--- config.mk ---
export PLATFORM = sky130hd
export DESIGN_NAME = pll_clock_manager
export DESIGN_NICKNAME = d
export VERILOG_FILES = /design/src/rtl/pll_clock_manager.sv
export SDC_FILE = /design/constraint.sdc
export NUM_CORES = 1
export LEC_CHECK = 0
export ABC_AREA = 1
export BUFFER_PORTS_ARGS = -buffer_cell sky130_fd_sc_hd__buf_2
export CAP_MARGIN = 20
export CORE_AREA = 3 3 143 145
export CTS_CLUSTER_DIAMETER = 60
export DETAILED_ROUTE_END_ITERATION = 7
export DIE_AREA = 0 0 146 148
export GPL_ROUTABILITY_DRIVEN = 0
export GPL_TIMING_DRIVEN = 0
export PLACE_DENSITY = 0.76
export SYNTH_ARGS = -nofsm -noshare
export SYNTH_HDL_FRONTEND = slang
export SYNTH_SLANG_ARGS = --single-unit
export TNS_END_PERCENT = 5
--- constraint.sdc ---
create_clock -name clock_in -period 1.96 [get_ports clock_in]
set_input_delay 0.098 -clock clock_in [delete_from_list [all_inputs] [get_ports clock_in]]
set_output_delay 0.098 -clock clock_in [all_outputs]
set_load 0.01 [all_outputs]
--- src/rtl/pll_clock_manager.sv ---
// rtl/pll_clock_manager.sv - PLL lock qualification, system reset sequencing and clock-enable tick channels
// Optional loss counter: define PLL_CLOCK_MANAGER_LOSS_COUNT_EN.
module pll_clock_manager #(
    parameter int NUM_CH             = 4,
    parameter int DIV_WIDTH          = 16,
    parameter int DIV_RESET          = 1,
    parameter int LOCK_STABLE_CYCLES = 1024,
    parameter int SYNC_STAGES        = 2
) (
    input  logic                          clock_in,
    input  logic                          reset_n,
    input  logic                          pll_locked,
    input  logic [NUM_CH*DIV_WIDTH-1:0]   div_value,
    input  logic [NUM_CH-1:0]             div_load,
    input  logic [NUM_CH-1:0]             ch_enable,
    output logic [NUM_CH-1:0]             tick,
    output logic                          sys_reset_n,
    output logic                          locked_stable,
    output logic [7:0]                    lock_lost_count
);

    localparam int CW = (LOCK_STABLE_CYCLES > 1) ? $clog2(LOCK_STABLE_CYCLES) : 1;
    localparam logic [CW-1:0] STAB_LAST = CW'(LOCK_STABLE_CYCLES - 1);

    typedef enum logic [1:0] {
        WAIT_LOCK = 2'd0,
        STABILIZE = 2'd1,
        RUN       = 2'd2,
        LOST      = 2'd3
    } state_t;

    state_t                 state;
    logic [CW-1:0]          stab_cnt;
    logic [SYNC_STAGES-1:0] sync_q;
    logic                   lk_s;
    logic                   run_next;

    always_ff @(posedge clock_in or negedge reset_n) begin
        if (!reset_n) begin
            sync_q <= '0;
        end else begin
            sync_q <= {sync_q[SYNC_STAGES-2:0], pll_locked};
        end
    end

    assign lk_s = sync_q[SYNC_STAGES-1];

    // Channels must see RUN on the same edge the state register enters it,
    // so that a d=1 channel ticks in the very first RUN cycle.
    assign run_next = lk_s && ((state == RUN) ||
                               (state == STABILIZE && stab_cnt == STAB_LAST));

    always_ff @(posedge clock_in or negedge reset_n) begin
        if (!reset_n) begin
            state         <= WAIT_LOCK;
            stab_cnt      <= '0;
            sys_reset_n   <= 1'b0;
            locked_stable <= 1'b0;
        end else begin
            sys_reset_n   <= run_next;
            locked_stable <= run_next;
            case (state)
                WAIT_LOCK: begin
                    stab_cnt <= '0;
                    if (lk_s) begin
                        state <= STABILIZE;
                    end
                end
                STABILIZE: begin
                    if (!lk_s) begin
                        state    <= WAIT_LOCK;
                        stab_cnt <= '0;
                    end else if (stab_cnt == STAB_LAST) begin
                        state    <= RUN;
                        stab_cnt <= '0;
                    end else begin
                        stab_cnt <= stab_cnt + CW'(1);
                    end
                end
                RUN: begin
                    if (!lk_s) begin
                        state <= LOST;
                    end
                end
                default: begin
                    state <= WAIT_LOCK;
                end
            endcase
        end
    end

`ifdef PLL_CLOCK_MANAGER_LOSS_COUNT_EN
    logic [7:0] lost_cnt;

    always_ff @(posedge clock_in or negedge reset_n) begin
        if (!reset_n) begin
            lost_cnt <= 8'd0;
        end else if (state == RUN && !lk_s && lost_cnt != 8'hFF) begin
            lost_cnt <= lost_cnt + 8'd1;
        end
    end

    assign lock_lost_count = lost_cnt;
`else
    assign lock_lost_count = 8'd0;
`endif

    for (genvar i = 0; i < NUM_CH; i++) begin : g_ch
        logic [DIV_WIDTH-1:0] shadow;
        logic [DIV_WIDTH-1:0] cnt;
        logic [DIV_WIDTH-1:0] d_last;
        logic                 tick_q;

        // A programmed divider of 0 behaves as 1.
        assign d_last = (shadow == '0) ? '0 : shadow - DIV_WIDTH'(1);

        always_ff @(posedge clock_in or negedge reset_n) begin
            if (!reset_n) begin
                shadow <= DIV_WIDTH'(DIV_RESET);
                cnt    <= '0;
                tick_q <= 1'b0;
            end else if (div_load[i]) begin
                shadow <= div_value[i*DIV_WIDTH +: DIV_WIDTH];
                cnt    <= '0;
                tick_q <= 1'b0;
            end else if (!run_next) begin
                cnt    <= '0;
                tick_q <= 1'b0;
            end else if (!ch_enable[i]) begin
                tick_q <= 1'b0;
            end else if (cnt == d_last) begin
                cnt    <= '0;
                tick_q <= 1'b1;
            end else begin
                cnt    <= cnt + DIV_WIDTH'(1);
                tick_q <= 1'b0;
            end
        end

        assign tick[i] = tick_q;
    end

endmodule

==> impl_results.md, run 1 <==
* First-pass iteration count of the detailed router at 6
* Main flop type after synthesis: dfrtp_1
* Area Growth Syn to Fin at 28.7%
* Post-synth top area cell: dfrtp_1
* CP endpoint kind: register
* Pwr dens at between 600 and 700 nW/um2
* Drt drc at 0
* Synth async-reset ratio at 100%
* Clock latency on the worst-skew pair at approximately 420 ps
* Vias per cell at ~5.2
* Routed Antenna Nets at 0
* Die height at 148 um
* VDD IR max at 592 uV
* Final setup violation count at 68
* EDFF count, synth at 0
* Failing checks: negative setup slack
* Mapped Area at 10500 um2
* Fillers at 1557
* Site Rows at ~50
* Clk sinks at 147
* TritonCTS Buffers at 17
* Top post-synthesis cells by area: dfrtp_1, nand2_1, nor2_1, nand3_1, inv_1
* Die W at around 150 um
* Antenna violations before repair at 0
* Place WS at -336 ps
* Final Power at between 0.008 and 0.009 W
* Number of global-route vias before repair at between 10000 and 15000
* Via count at around 11000
* Unrepaired setup endpoints after global routing: yes
* Fin Hold WS at 28.6 ps
* Layout cells sized above 1 at 20.2%
* Avg Synthesized Cell Area at 6.59 um2
* Worst setup margin at -274 ps
* Data arrival, critical path at 2550 ps
* # diodes at 0
* Most frequent cells after synthesis: nand2_1, nor2_1, inv_1
* First-pass GRT wire length at 46500 um
* Gr usage total at 25.4%
* CTS tree: yes
* DP HPWL at 18500 um
* Ports at 89
* Final period utilization at 114%
* Fin Setup TNS at -13280 ps
* Pin count of the biggest net entering global routing at 98
* Share of the synthesized area in the top cell type at about a third
* Highest Clock Rate at 448 MHz
* GR Overflow Total at 0
* Min-delay worst type: input pin to register
* Die area at between 20000 and 25000 um2
* DR WL/cell at 13.2 um
* CP Launch Type: register
* # Max-Cap Violations at 0
* Initial Util at between 50% and 60%
* Yosys cell types at 42
* Util after Layout at about 70%
* 1st-iter DRT viols at 722
* CP Data Required Time at 2270 ps
* Final nets at 1899
* H-tree depth at 4
* Seq. cell area at 3690 um2
* Area occupied by multi-input gates at 6300 um2
* Yosys warnings at 0
* Worst Clk Skew at 8.30 ps
* CTS max path bufs at 2
* Final Hold Viols at 0
* Most common cell in the netlist: nand2_1
* Worst-path maximum fanout at 7
* Status: finished, violations left
* DRT Wirelength at 27700 um
* Sequential area share after synthesis at 35.1%
* Yosys reg bits at 147
* CTS clk-pin slew, worst paths at roughly 60 ps
* Post-Syn Instances at 1591
* Slew Limit Fails at 0
* Lkg Pwr at 6.54 nW
* Min cycle time layout at 2230 ps
* Root Buffer: clkbuf_16
* Core area at about 19000 um2
* # port buffers at 80
* Setup CP Type: register to register
## metal layers
layer  track usage, %  routed length [um]  part of all wire (%)  vias to the layer above
li1                 -                   -                     -                     5470
met1             32.7               12200                    44                     5052
met2             43.7               13700                    49                      300
met3             4.51                1230                   4.4                       66
met4             8.37                 628                   2.3                        0
met5                0                   0                     0                        -
## timing repair
action / in CTS / in global routing
resized for setup: 39 / 91
pin swaps: 22 / 39
setup endpoints to repair: 68 / 69
hold buffers: 67 / 0
hold endpoints to repair: 116 / 0
cloned: 4 / 4
buffers inserted: 26 / 16
## cells in the final DEF, fill, tap and decap left out, types with 11 or more instances in the layout
cell type	synthesis	final
a21oi_1	11	11
buf_2	8	80
buf_4	15	55
buf_6	10	19
clkbuf_1	18	22
clkbuf_16	0	18
dfrtp_1	143	141
dlygate4sd3_1	0	67
inv_1	168	162
nand2_1	567	537
nand2_2	12	37
nand2_4	5	11
nand3_1	131	123
nand3_2	14	16
nand4_1	41	41
nor2_1	190	164
nor2_2	27	37
nor2_4	10	26
nor3_1	28	24
o21ai_0	80	79
xor2_1	39	38
## final timing paths
kind,startpoint,endpoint,slack (ps),cells after the start
max,g_ch[0].shadow[5],g_ch[0].cnt[5],-270,15
min,ch_enable[0],g_ch[0].cnt[15],30,4
max reg2reg,g_ch[0].shadow[5],g_ch[0].cnt[5],-270,15
min reg2reg,sync_q[0],sync_q[1],410,0
max in group asynchronous,reset_n,g_ch[2].shadow[4],920,3
min in group asynchronous,reset_n,g_ch[0].shadow[15],190,2
## power by group
group          switching [W]  internal, W  total [W]
combinational       0.000895     0.000625    0.00152
clock                0.00130      0.00194    0.00324
sequential          0.000162      0.00318    0.00334
total                0.00235      0.00575    0.00810
## area by class of cell
| type | count | share of cell area [%] |
|---|---|---|
| Timing Repair Buffer | 196 | 11.5 |
| Clock buffer | 23 | 3.47 |
| Multi-Input combinational cell | 1227 | 46.7 |
| Clock inverter | 9 | 0.788 |
| Tap cell | 265 | 2.46 |
| Inverter | 175 | 4.94 |
| Buffer | 51 | 2.82 |
| Sequential cell | 147 | 27.3 |
## logic make-up (layout without fill, tap and decap cells)
group | after synthesis | count (layout) | share of synthesized area [%]
XOR/XNOR | 44 | 44 | 3.75
AND/OR/NAND/NOR | 1049 | 1051 | 44.2
AO/OA/AOI/OAI | 105 | 105 | 5.27
buffers and inverters | 226 | 454 | 9.44
other | 1 | 8 | 0.0358
flip-flops | 147 | 147 | 35.1
multiplexers | 10 | 10 | 1.07
adder cells (fa/ha/maj) | 9 | 9 | 1.07
## stage by stage
stage               cells  area, um2
floorplan            1598      10600
global placement     1943      11300
detailed placement   1944      11400
CTS                  2073      13000
global route         2093      13500
finish               2093      13500
## sequential cells by signal, summed over array words and instances (netlist names)
| name | count |
|---|---|
| g_ch.cnt | 64 |
| g_ch.shadow | 64 |
| g_ch.tick_q | 4 |
| locked_stable | 1 |
| stab_cnt | 10 |
| state | 2 |
| sync_q | 2 |
## critical path: stages (launching register included)
cell     delay [ps]
dfrtp_1         410
nor2_2          220
nand2_2         110
nor2_4          140
nand2_4         130
buf_8           160
buf_4           130
nand3_2          90
nand2_1          50
nand2_1          70
nand3_2          80
nor2_4          150
nand3_4         120
buf_6           160
nand2_1          50
nand2_1          50
Note: power is estimated with default switching activity, not from simulation.
==> run 2: changes to the inputs <==
Settings changed: SETUP_SLACK_MARGIN set to 0.3.
==> run 2 against run 1 <==
  * The flow still finishes with violations (negative setup slack)
  * Count of clock-buffer cells in the layout unchanged
  * Sequential power hardly changed
  * Design area rose by 0.10%
  * Utilization is 0.071 points higher
  * Final cell count did not move
  * Critical endpoint is now g_ch[0].cnt[14]
  * Largest power group unchanged
==> impl_results.md, run 2 (same netlist as run 1, synthesis figures left out) <==
* Data arrival, critical path at 2540 ps
* CP most frequent cell: nand2_1
* Drt drc at 0
* Core area at 19300 um2
* # Max-Cap Violations at 0
* Highest Clock Rate at 448 MHz
* Cell-internal power at 0.00575 W
* Crit path cell chain: nor2_2 -> nand2_2 -> nor2_4 -> nand2_4 -> buf_8 -> buf_4 -> nand3_2 -> nand2_1 -> nand2_1 -> nand3_2 -> nor2_4 -> nand3_4 -> buf_6 -> nand2_2 -> nand2_1
* Final Power at 0.00811 W
* TritonCTS Buffers at 17
* Via count at 10868
* Switching pwr at 0.00236 W
* Lkg Pwr at 6.54 nW
* Routed Antenna Nets at 0
* Final setup violation count at 68
* Number of global-route vias before repair at 10399
* GR Overflow Total at 0
* Site Rows at 51
* Final nets at 1899
* # port buffers at 80
* First-pass iteration count of the detailed router at 7
* Clk sinks at 147
* CTS clk-pin slew, worst paths at 60 ps
* Die area at 21600 um2
* CP top delay family: simple AND/OR/NAND/NOR gates
* Worst setup margin at -270 ps
* First-pass GRT wire length at 46500 um
* 1st-iter DRT viols at 721
* Pwr dens at approximately 600 nW/um2
* # diodes at 0
* VDD IR max at 606 uV
* Final period utilization at 114%
* Worst-path maximum fanout at 7
* CTS max path bufs at 2
* Top flop regs: g_ch.cnt x64, g_ch.shadow x64, stab_cnt x10
* Clock latency on the worst-skew pair at between 400 and 500 ps
* Comb power frac at a little under a fifth
* Min cycle time layout at approximately 2200 ps
* Layout cells sized above 1 at 20.5%
* Area occupied by multi-input gates at 6310 um2
* CP endpoint kind: register
* Initial Util at 54.2%
* Area Growth Syn to Fin at 28.8%
* DR WL/cell at 13.3 um
* Gr usage total at 25.4%
* Non-Filler Instances at 2093
* Clock power frac at 39.9%
* Antenna violations before repair at 0
* Root Buffer: clkbuf_16
* Die height at 148 um
* CTS tree: yes
* CP max stage cell: dfrtp_1
* Fillers at 1559
* Min-delay worst type: input pin to register
* Setup CP Type: register to register
* Most frequent cells in the layout: nand2_1, nor2_1, inv_1
* Ports at 89
* Pin count of the biggest net entering global routing at 98
* DP HPWL at 18500 um
* Sw frac at 29.2%
* H-tree depth at 4
* Die W at roughly 150 um
* CP Launch Type: register
* Worst reg2reg setup slack at -270 ps
* Commonest non-fill, non-tap cell in the layout: nand2_1
* Unrepaired setup endpoints after global routing: yes
* Worst Clk Skew at 8.32 ps
* Failing checks: negative setup slack
* DRT Wirelength at 27700 um
* Dpl cells at approximately 2000
* Status: finished, violations left
* Critical path buffer and inverter count at 3
* CP Data Required Time at 2270 ps
* Seq. cell area at approximately 3700 um2
* Critical path's largest stage delay at 410 ps
* Vias per cell at 5.19
* Final Hold Viols at 0
* Slew Limit Fails at 0
* Sequential Power Share at 41.2%
## run 2: cell count changes in the layout (fill, tap and decap cells not counted), sizes merged
cell,before,now
clkbuf,42,41
buf,161,162
## run 2: layout make-up
cell class | instances | share of cell area [%]
buffer | 51 | 2.84
timing repair buffer | 196 | 11.5
clock inverter | 9 | 0.787
sequential | 147 | 27.3
inverter | 175 | 4.94
multi-input combinational | 1227 | 46.7
clock buffer | 23 | 3.46
tap | 265 | 2.45
## run 2: metal layers
metal	GRT usage, %	vias to the layer above	wire [um]
met5	0	-	0
met4	8.37	0	638
met3	4.51	66	1200
met2	43.7	293	13600
met1	32.7	5042	12300
li1	-	5467	-
## run 2: worst paths after layout
check | from | end | cells past startpoint
min in group asynchronous | reset_n | g_ch[0].shadow[15] | 2
min reg2reg | sync_q[0] | sync_q[1] | 0
max | g_ch[0].shadow[5] | g_ch[0].cnt[14] | 15
min | ch_enable[0] | g_ch[0].cnt[15] | 4
max reg2reg | g_ch[0].shadow[5] | g_ch[0].cnt[14] | 15
max in group asynchronous | reset_n | g_ch[2].shadow[3] | 3
## run 2: power groups by stage
| stage | combinational, W | sequential (W) | clock (W) |
|---|---|---|---|
| after global placement | 0.00119 | 0.00337 | 0 |
| after global routing | 0.00173 | 0.00337 | 0.00342 |
| after CTS | 0.00139 | 0.00332 | 0.00329 |
| after floorplan | 0.000882 | 0.00334 | 0 |
| final | 0.00153 | 0.00335 | 0.00324 |
| after detailed placement | 0.00122 | 0.00337 | 0 |
## run 2: worst reg2reg max path: cells and delay by family (launching register included)
kind	cells	cell delay (ps)
AND/OR/NAND/NOR	12	1270
buffers and inverters	3	450
flip-flops	1	410
## run 2: metrics by stage
step | worst slack, ps | area [um2] | TNS [ps] | utilization [%] | hold WS [ps]
final | -270 | 13500 | -13240 | 69.9 | 27.6
after global routing | -439 | 13500 | -22670 | 69.9 | 43.2
after CTS | -222 | 13000 | -12250 | 67.4 | 7.60
after detailed placement | -336 | 11400 | -16690 | 58.7 | 84.6
after global placement | -1420 | 11300 | -216680 | 58.6 | 208
after floorplan | -45.7 | 10600 | -1320 | - | -198
## run 2: timing repair
| item | CTS | global route |
|---|---|---|
| pin swaps | 22 | 42 |
| setup endpoints to repair | 69 | 76 |
| resized for setup | 42 | 97 |
| hold buffers | 67 | 0 |
| endpoints found under the hold margin | 116 | 0 |
| gates cloned | 4 | 4 |
| buffers inserted | 26 | 16 |
